File: src/rtl/wb_stage_pkg.sv
// Shared definitions for the writeback stage.
//  - RF_ADDR_W : register-file address width
//  - F3_*      : load funct3 encodings understood by load_align
//  - wb_src_e  : which source drives the register-file write port in a cycle
package wb_stage_pkg;

  localparam int RF_ADDR_W = 5;

  localparam logic [2:0] F3_LB  = 3'b000;
  localparam logic [2:0] F3_LH  = 3'b001;
  localparam logic [2:0] F3_LW  = 3'b010;
  localparam logic [2:0] F3_LBU = 3'b100;
  localparam logic [2:0] F3_LHU = 3'b101;

  typedef enum logic [1:0] {
    SRC_NONE = 2'd0,
    SRC_LD   = 2'd1,
    SRC_SKID = 2'd2,
    SRC_EX   = 2'd3
  } wb_src_e;

endpackage

File: src/rtl/wb_stage_load_align.sv
// load_align: combinational load-data formatter.
//  funct3  in  3   load type (LB/LH/LW/LBU/LHU; other codes yield 0)
//  addr_lo in  2   effective address bits [1:0]
//  rdata   in  32  raw aligned memory word
//  data32  out 32  byte/halfword selected and sign/zero-extended
module load_align
  import wb_stage_pkg::*;
(
  input  logic [2:0]  funct3,
  input  logic [1:0]  addr_lo,
  input  logic [31:0] rdata,
  output logic [31:0] data32
);

  logic [7:0]  byte_sel;
  logic [15:0] half_sel;

  always_comb begin
    byte_sel = rdata[{addr_lo, 3'b000} +: 8];
    // Halfword lane comes from addr_lo[1] only; a misaligned addr_lo[0] is ignored.
    half_sel = rdata[{addr_lo[1], 4'b0000} +: 16];
    case (funct3)
      F3_LB:   data32 = {{24{byte_sel[7]}}, byte_sel};
      F3_LH:   data32 = {{16{half_sel[15]}}, half_sel};
      F3_LW:   data32 = rdata;
      F3_LBU:  data32 = {24'h0, byte_sel};
      F3_LHU:  data32 = {16'h0, half_sel};
      default: data32 = 32'h0;
    endcase
  end

endmodule

File: src/rtl/wb_stage.sv
// wb_stage: RV32 writeback stage driving the register-file write port.
//  clk, rst_n                    clock, async active-low reset
//  ex_valid/ex_ready             EX result handshake
//  ex_wen, ex_rd, ex_data        EX result payload
//  ld_valid, ld_rd, ld_funct3,
//  ld_addr_lo, ld_rdata          load return (never back-pressured)
//  WB_wen, WB_wraddr, WB_wrdata  registered register-file write port
//  WB_pend_valid, WB_pend_rd     skid entry visible to decode for interlock
//  WB_instret                    retired-instruction counter
//
// Handshake: an EX result transfers on a cycle where ex_valid and ex_ready are
// both high. ex_ready depends only on stage state (skid empty), never on
// ex_valid. A load must be written the cycle it arrives, so when an EX write
// collides with it the EX write parks in the 1-entry skid and ex_ready drops
// until that entry has been written.
module wb_stage
  import wb_stage_pkg::*;
#(
  parameter int CNT_W = 64
) (
  input  logic                 clk,
  input  logic                 rst_n,
  input  logic                 ex_valid,
  output logic                 ex_ready,
  input  logic                 ex_wen,
  input  logic [RF_ADDR_W-1:0] ex_rd,
  input  logic [31:0]          ex_data,
  input  logic                 ld_valid,
  input  logic [RF_ADDR_W-1:0] ld_rd,
  input  logic [2:0]           ld_funct3,
  input  logic [1:0]           ld_addr_lo,
  input  logic [31:0]          ld_rdata,
  output logic                 WB_wen,
  output logic [RF_ADDR_W-1:0] WB_wraddr,
  output logic [31:0]          WB_wrdata,
  output logic                 WB_pend_valid,
  output logic [RF_ADDR_W-1:0] WB_pend_rd,
  output logic [CNT_W-1:0]     WB_instret
);

  logic                 skid_valid_q, skid_valid_d;
  logic [RF_ADDR_W-1:0] skid_rd_q, skid_rd_d;
  logic [31:0]          skid_data_q, skid_data_d;
  logic                 wen_q, wen_d;
  logic [RF_ADDR_W-1:0] wraddr_q, wraddr_d;
  logic [31:0]          wrdata_q, wrdata_d;
  logic [CNT_W-1:0]     instret_q, instret_d;

  logic        ex_acc;
  logic        ex_take;
  logic [31:0] ld_data;
  wb_src_e     src;

  load_align u_load_align (
    .funct3  (ld_funct3),
    .addr_lo (ld_addr_lo),
    .rdata   (ld_rdata),
    .data32  (ld_data)
  );

  assign ex_ready = ~skid_valid_q;
  assign ex_acc   = ex_valid & ex_ready;
  // Only accepted EX results that write rd compete for the port.
  assign ex_take  = ex_acc & ex_wen;

  always_comb begin
    src          = SRC_NONE;
    skid_valid_d = skid_valid_q;
    skid_rd_d    = skid_rd_q;
    skid_data_d  = skid_data_q;
    wraddr_d     = wraddr_q;
    wrdata_d     = wrdata_q;

    if (ld_valid)          src = SRC_LD;
    else if (skid_valid_q) src = SRC_SKID;
    else if (ex_take)      src = SRC_EX;

    case (src)
      SRC_LD: begin
        wraddr_d = ld_rd;
        wrdata_d = ld_data;
      end
      SRC_SKID: begin
        wraddr_d     = skid_rd_q;
        wrdata_d     = skid_data_q;
        skid_valid_d = 1'b0;
      end
      SRC_EX: begin
        wraddr_d = ex_rd;
        wrdata_d = ex_data;
      end
      default: ;
    endcase

    // Fill cannot coincide with a drain: ex_take implies the skid was empty.
    if (ld_valid && ex_take) begin
      skid_valid_d = 1'b1;
      skid_rd_d    = ex_rd;
      skid_data_d  = ex_data;
    end

    // x0 writes still move the address/data registers but never enable the port.
    wen_d     = (src != SRC_NONE) && (wraddr_d != '0);
    instret_d = instret_q + CNT_W'(ld_valid) + CNT_W'(ex_acc);
  end

  always_ff @(posedge clk or negedge rst_n) begin
    if (!rst_n) begin
      skid_valid_q <= 1'b0;
      skid_rd_q    <= '0;
      skid_data_q  <= '0;
      wen_q        <= 1'b0;
      wraddr_q     <= '0;
      wrdata_q     <= '0;
      instret_q    <= '0;
    end else begin
      skid_valid_q <= skid_valid_d;
      skid_rd_q    <= skid_rd_d;
      skid_data_q  <= skid_data_d;
      wen_q        <= wen_d;
      wraddr_q     <= wraddr_d;
      wrdata_q     <= wrdata_d;
      instret_q    <= instret_d;
    end
  end

  assign WB_wen        = wen_q;
  assign WB_wraddr     = wraddr_q;
  assign WB_wrdata     = wrdata_q;
  assign WB_pend_valid = skid_valid_q;
  assign WB_pend_rd    = skid_rd_q;
  assign WB_instret    = instret_q;

endmodule

File: config.mk
export PLATFORM = sky130hd
export DESIGN_NAME = wb_stage
export DESIGN_NICKNAME = d
export VERILOG_FILES = /design/src/rtl/wb_stage_pkg.sv /design/src/rtl/wb_stage_load_align.sv /design/src/rtl/wb_stage.sv
export SDC_FILE = /design/constraint.sdc
export NUM_CORES = 1
export LEC_CHECK = 0
export BUFFER_PORTS_ARGS = -buffer_cell sky130_fd_sc_hd__buf_4
export CORE_ASPECT_RATIO = 0.6
export CORE_MARGIN = 2
export CORE_UTILIZATION = 40
export DETAILED_ROUTE_END_ITERATION = 6
export GPL_TIMING_DRIVEN = 0
export MAX_ROUTING_LAYER = met4
export PLACE_DENSITY_LB_ADDON = 0.05
export SLEW_MARGIN = 20
export SYNTH_ARGS = -nofsm -noshare
export SYNTH_HDL_FRONTEND = slang
export SYNTH_HIERARCHICAL = 1
export SYNTH_SLANG_ARGS = --single-unit
File: constraint.sdc
create_clock -name clk -period 4.1 [get_ports clk]
set_clock_uncertainty 0.2 [all_clocks]
set_input_delay 0.82 -clock clk [delete_from_list [all_inputs] [get_ports clk]]
set_output_delay 0.82 -clock clk [all_outputs]
set_load 0.05 [all_outputs]
Word-level counts from Yosys, hierarchy flattened
Cells that the tools add are included.
- shift-type cells: 2
- bitwise logic cells: 3
- eq/ne operators: 7
- mux-type cells: 8
- reductions and logical operators: 7
- add/sub/neg operators: 2
- operators with widths (cell ; number):
    one-hot mux 32 bit (5 select lines) ; 1
    adder 64 x 1 -> 64 bit ; 2
    one-hot mux 32 bit (3 select lines) ; 1
    variable part select 32 x 6 -> 16 bit ; 1
    variable part select 32 x 6 -> 8 bit ; 1
    one-hot mux 5 bit (3 select lines) ; 1
    == test 3 bit (second input constant) ; 2
    2-to-1 mux 2 bit ; 3
    nonzero test 5 bit ; 1
    == test 2 bit (second input constant) ; 2
    nonzero test 2 bit ; 2
    == test 3 x 1 -> 1 bit (second input constant) ; 1
    == test 3 x 2 -> 1 bit (second input constant) ; 1
    logical NOT 3 bit ; 1
    nonzero test 3 bit ; 1
    AND 1 bit ; 2
    == test 2 x 1 -> 1 bit (second input constant) ; 1
    logical AND 1 bit ; 2
    2-to-1 mux 1 bit ; 2
    NOT 1 bit ; 1
- register bits after elaboration: 140
- output and inout port bits: 109
- word-level logic and storage cells: 36
- bits of input ports: 84

Depth between registers and ports, before layout
- word-level depth: 10
- mapped depth: 12
- gate-level depth less buffers: 11

Modules after synthesis
Netlist, hierarchy kept.
- by module, submodules not included (module ; seq. area each (µm²) ; instances ; cells each ; area each (µm²)):
    wb_stage ; 3503.4 ; 1 ; 558 ; 6207.2
    load_align ; 0.0 ; 1 ; 117 ; 822.0

Worst setup path after synthesis
OpenSTA, ideal clock, no wires.
- path type: input port to flip-flop
- start: input ex_valid
- end: register instret_q[46], in the netlist WB_instret[46]
- setup slack: 0.928 ns
- setup time: 0.144 ns
- cell stages on the path: 12
- data required time: 3.756 ns
- path buffers: 1
- arrival time: 2.828 ns
- cell sequence: and2b_1 > xor2_1 > ha_1 > a21oi_1 > inv_1 > ha_1 > and4_1 > buf_2 > nand4_1 > nor4_1 > nand3_1 > xnor2_1
- longest elaborated chain between the ends: 2
- ends and longest elaborated chain (what ; line ; RTL):
    from (decl) ; wb_stage.sv:23 ; input logic ex_valid,
    AND 1 bit ; wb_stage.sv:62 ; assign ex_acc = ex_valid & ex_ready;
    adder 64 x 1 -> 64 bit ; wb_stage.sv:104 ; instret_d = instret_q + CNT_W'(ld_valid) + CNT_W'(ex_acc);
    net instret_d[46] ; wb_stage.sv:47 ; logic [CNT_W-1:0] instret_q, instret_d;
    to (signal assigned) ; wb_stage.sv:123 ; instret_q <= instret_d;
    to (decl) ; wb_stage.sv:47 ;
The timed path passes the listed nets, and every way through them passes these cells.
A chain may end at the register's enable or synchronous reset.

Worst setup path in the final report
- start: register skid_valid_q, in the netlist WB_pend_valid
- end: register instret_q[56], in the netlist WB_instret[56]
- longest elaborated chain between the ends: 3
- ends and longest elaborated chain (what ; line ; RTL):
    from (decl) ; wb_stage.sv:41 ; logic skid_valid_q, skid_valid_d;
    from (signal assigned) ; wb_stage.sv:117 ; skid_valid_q <= skid_valid_d;
    NOT 1 bit ; wb_stage.sv:61 ; assign ex_ready = ~skid_valid_q;
    AND 1 bit ; wb_stage.sv:62 ;
    adder 64 x 1 -> 64 bit ; wb_stage.sv:104 ;
    net instret_d[56] ; wb_stage.sv:47 ;
The timed path passes the listed nets, and every way through them passes these cells.

==> results.py <==
metrics = {
    "status": {
        "status": "completed",
    },
    "routing": {
        "ant_nets": 0,
        "viasPerCell": 5.46,
        "drtIter0Drc": 463,
        "wire_per_inst_um": 19.5,
        "drc": 0,
        "drtPass1Iterations": 5,
        "wl_mm": 22.1,
        "vias": 6184,
    },
    "timing": {
        "rsz0062_at_grt": "no",
        "relSlewSlack": 0.199,
        "fmaxAchievable_ghz": 0.273,
        "hold-worst-slack_ns": 0.0788,
        "slew_viol_final": 0,
        "hold_viol": 0,
        "fin_crit_sh": 0.894,
        "finalSetupViolations": 0,
        "setup_tns_ns": 0,
        "worstMarginPinSlew_ns": 1.19,
        "period_needed_ns": 3.66,
    },
    "place": {
        "dp_hpwl_mm": 17.0,
        "io_buffers": 191,
        "placed_cell_area_sq_um": 8790,
        "gp_congestion": 0.906,
        "dp.cells": 1101,
    },
    "die": {
        "dieWidth_um": 175,
        "core_area_sq_um": 17200,
        "ios": 193,
        "row_count": 37,
        "dieHeight_um": 107,
        "die_area_sq_um": 18700,
        "start_util": 0.409,
    },
    "final_layout": {
        "drive_above_1_share": 0.330,
        "layout.cells.non_filler": 1132,
        "fin_area_sq_um": 9390,
        "final_util": 0.546,
        "nNetsFinal": 972,
        "area_growth_pct": 33.5,
        "final-seq-area_sq_um": 3500,
        "fillCellCount": 1533,
        "multi_input_area_sq_um": 3290,
        "n_antenna_cell": 0,
    },
    "clock_network": {
        "cts_buffers": 17,
        "cts_buffer_depth": 2,
        "clk_latency_ns": 0.42,
        "cts_setup_buffers": 0,
        "cts_tree": "built",
        "clk_pin_slew_ns": 0.07,
        "cts_num_sinks": 140,
        "ctsResizeCount": 0,
        "hold_buffers": 0,
        "root_buffer": "clkbuf_16",
        "htreeDepth": 4,
    },
    "worst_setup_path": {
        "end_kind": "flop",
        "crit_fanout": 8,
        "crit_required_ns": 4.21,
        "cp-start-kind": "flop",
        "worstPathArrival_ns": 3.78,
        "path_class": "reg2reg",
    },
    "global_routing": {
        "antenna_found_initial": 0,
        "grt_first_pass_wirelength_mm": 35.1,
        "grt_usage": 0.250,
        "grt_pass1_vias": 6243,
        "grt_start_max_net_pins": 97,
        "grt.overflow.total": 0,
    },
    "logic_synthesis": {
        "synth_top_area_share": 0.498,
        "synth-seq-area-share": 0.498,
        "postSynthCellCount": 675,
        "ys.warnings.count": 6,
        "yosysTopAreaCell": "dfrtp_1",
        "ys_ff_latch": 140,
        "synth_area_leaders": "dfrtp_1 (50%), mux2_2 (7.4%), xnor2_1 (5.2%), nand2_1 (5.0%), nand3_1 (3.2%)",
        "syn_nets": 761,
        "yosysUniqueCellTypes": 53,
        "synth_area_per_cell_sq_um": 10.4,
        "synthFlopType": "dfrtp_1",
        "syn_area_sq_um": 7030,
        "async_flop_share": 1.00,
        "synth_edf_count": 0,
    },
    "pwr": {
        "p_per_area_nw_per_um2": 452,
        "power_leakage_nw": 4.23,
        "peakVddDrop_mv": 0.459,
    },
    "hold_path": {
        "hp-class": "in2async",
    },
    "flow_run": {
        "cap_violations": 0,
    },
}
==> Yosys cell counts, types with 6 or more instances <==
master / n
nor3_1: 10
nor2_1: 18
nor2b_1: 10
nand4_1: 14
and3_1: 11
mux2_2: 46
o22ai_1: 33
o21ai_0: 10
o211ai_1: 16
nand2_1: 93
buf_2: 8
inv_1: 6
xnor2_1: 42
a31oi_1: 32
a22oi_1: 13
and4_1: 11
xor2_1: 21
nand3_1: 45
dfrtp_1: 140
clkbuf_1: 21
a21oi_1: 13
==> path summary, 6_finish.rpt <==
check	start	to	slack (ns)	depth (start not counted)
hold / removal	rst_n	skid_data_q[27]	0.08	1
max in group asynchronous	rst_n	WB_wrdata[9]	2.81	2
setup reg to reg	WB_pend_valid	WB_instret[56]	0.44	12
hold reg to reg	WB_instret[63]	WB_instret[63]	0.27	1
min in group clk	WB_instret[63]	WB_instret[63]	0.27	1
setup / recovery	WB_pend_valid	WB_instret[56]	0.44	12
==> metrics by stage <==
| stage | setup WS (ns) | power, W |
|---|---|---|
| floorplan | 0.928 | 0.00230 |
| global placement | 0.256 | 0.00268 |
| CTS | 0.516 | 0.00428 |
| detailed placement | 0.153 | 0.00270 |
| finish | 0.435 | 0.00424 |
| global route | 0.193 | 0.00442 |
==> sequential cells by signal (all words and copies together), names as in the netlist <==
name / count
WB_pend_valid: 1
WB_instret: 64
skid_data_q: 32
WB_wrdata: 32
WB_wraddr: 5
WB_pend_rd: 5
WB_wen: 1
==> report_power, final <==
part	internal, W	switching (W)
sequential	0.00155	0.000125
clock	0.000924	0.000645
combinational	0.000359	0.000646
==> layout make-up <==
type	count	share of cell area
Buffer	40	0.0225
Clock buffer	18	0.0468
Clock inverter	13	0.0165
Inverter	6	0.00240
Multi-Input combinational cell	489	0.351
Sequential cell	140	0.373
Tap cell	234	0.0312
Timing Repair Buffer	192	0.157
==> critical path, cell delays in order (launching register included) <==
cell	delay (ns)
dfrtp_1	0.47
and2b_1	0.28
xor2_1	0.16
ha_1	0.19
a21oi_1	0.06
inv_1	0.07
ha_1	0.20
and4_1	0.21
buf_2	0.20
nand3_1	0.19
nor4_1	0.94
nand4_1	0.22
xnor2_1	0.17
==> cell usage in the layout (no fill, tap or decap), types with 6 or more instances in the layout <==
| cell type | Yosys | routed |
|---|---|---|
| a22oi_1 | 13 | 13 |
| xor2_1 | 21 | 21 |
| nor2_1 | 18 | 18 |
| dfrtp_1 | 140 | 140 |
| buf_2 | 8 | 8 |
| and4_1 | 11 | 11 |
| o21ai_0 | 10 | 10 |
| a21oi_1 | 13 | 13 |
| nor3_1 | 10 | 10 |
| nand3_1 | 45 | 45 |
| a31oi_1 | 32 | 32 |
| inv_1 | 6 | 6 |
| nand4_1 | 14 | 14 |
| buf_4 | 1 | 191 |
| mux2_2 | 46 | 46 |
| nor2b_1 | 10 | 10 |
| clkbuf_16 | 0 | 17 |
| o22ai_1 | 33 | 33 |
| o211ai_1 | 16 | 16 |
| and3_1 | 11 | 11 |
| xnor2_1 | 42 | 42 |
| nand2_1 | 93 | 93 |
| clkbuf_1 | 21 | 21 |
==> layer usage <==
metal | part of all wire | global-route usage
met2 | 0.40 | 0.335
met4 | 0.0086 | 0.0554
met1 | 0.51 | 0.375
met5 | 0 | -
met3 | 0.082 | 0.0656
==> logic make-up after synthesis <==
family	synth area share
multiplexers	0.0787
XOR/XNOR	0.0785
AND/OR/NAND/NOR	0.181
AO/OA/AOI/OAI	0.126
adder cells (fa/ha/maj)	0.00356
flip-flops	0.498
buffers and inverters	0.0333
Note: power is estimated with default switching activity, not from simulation.
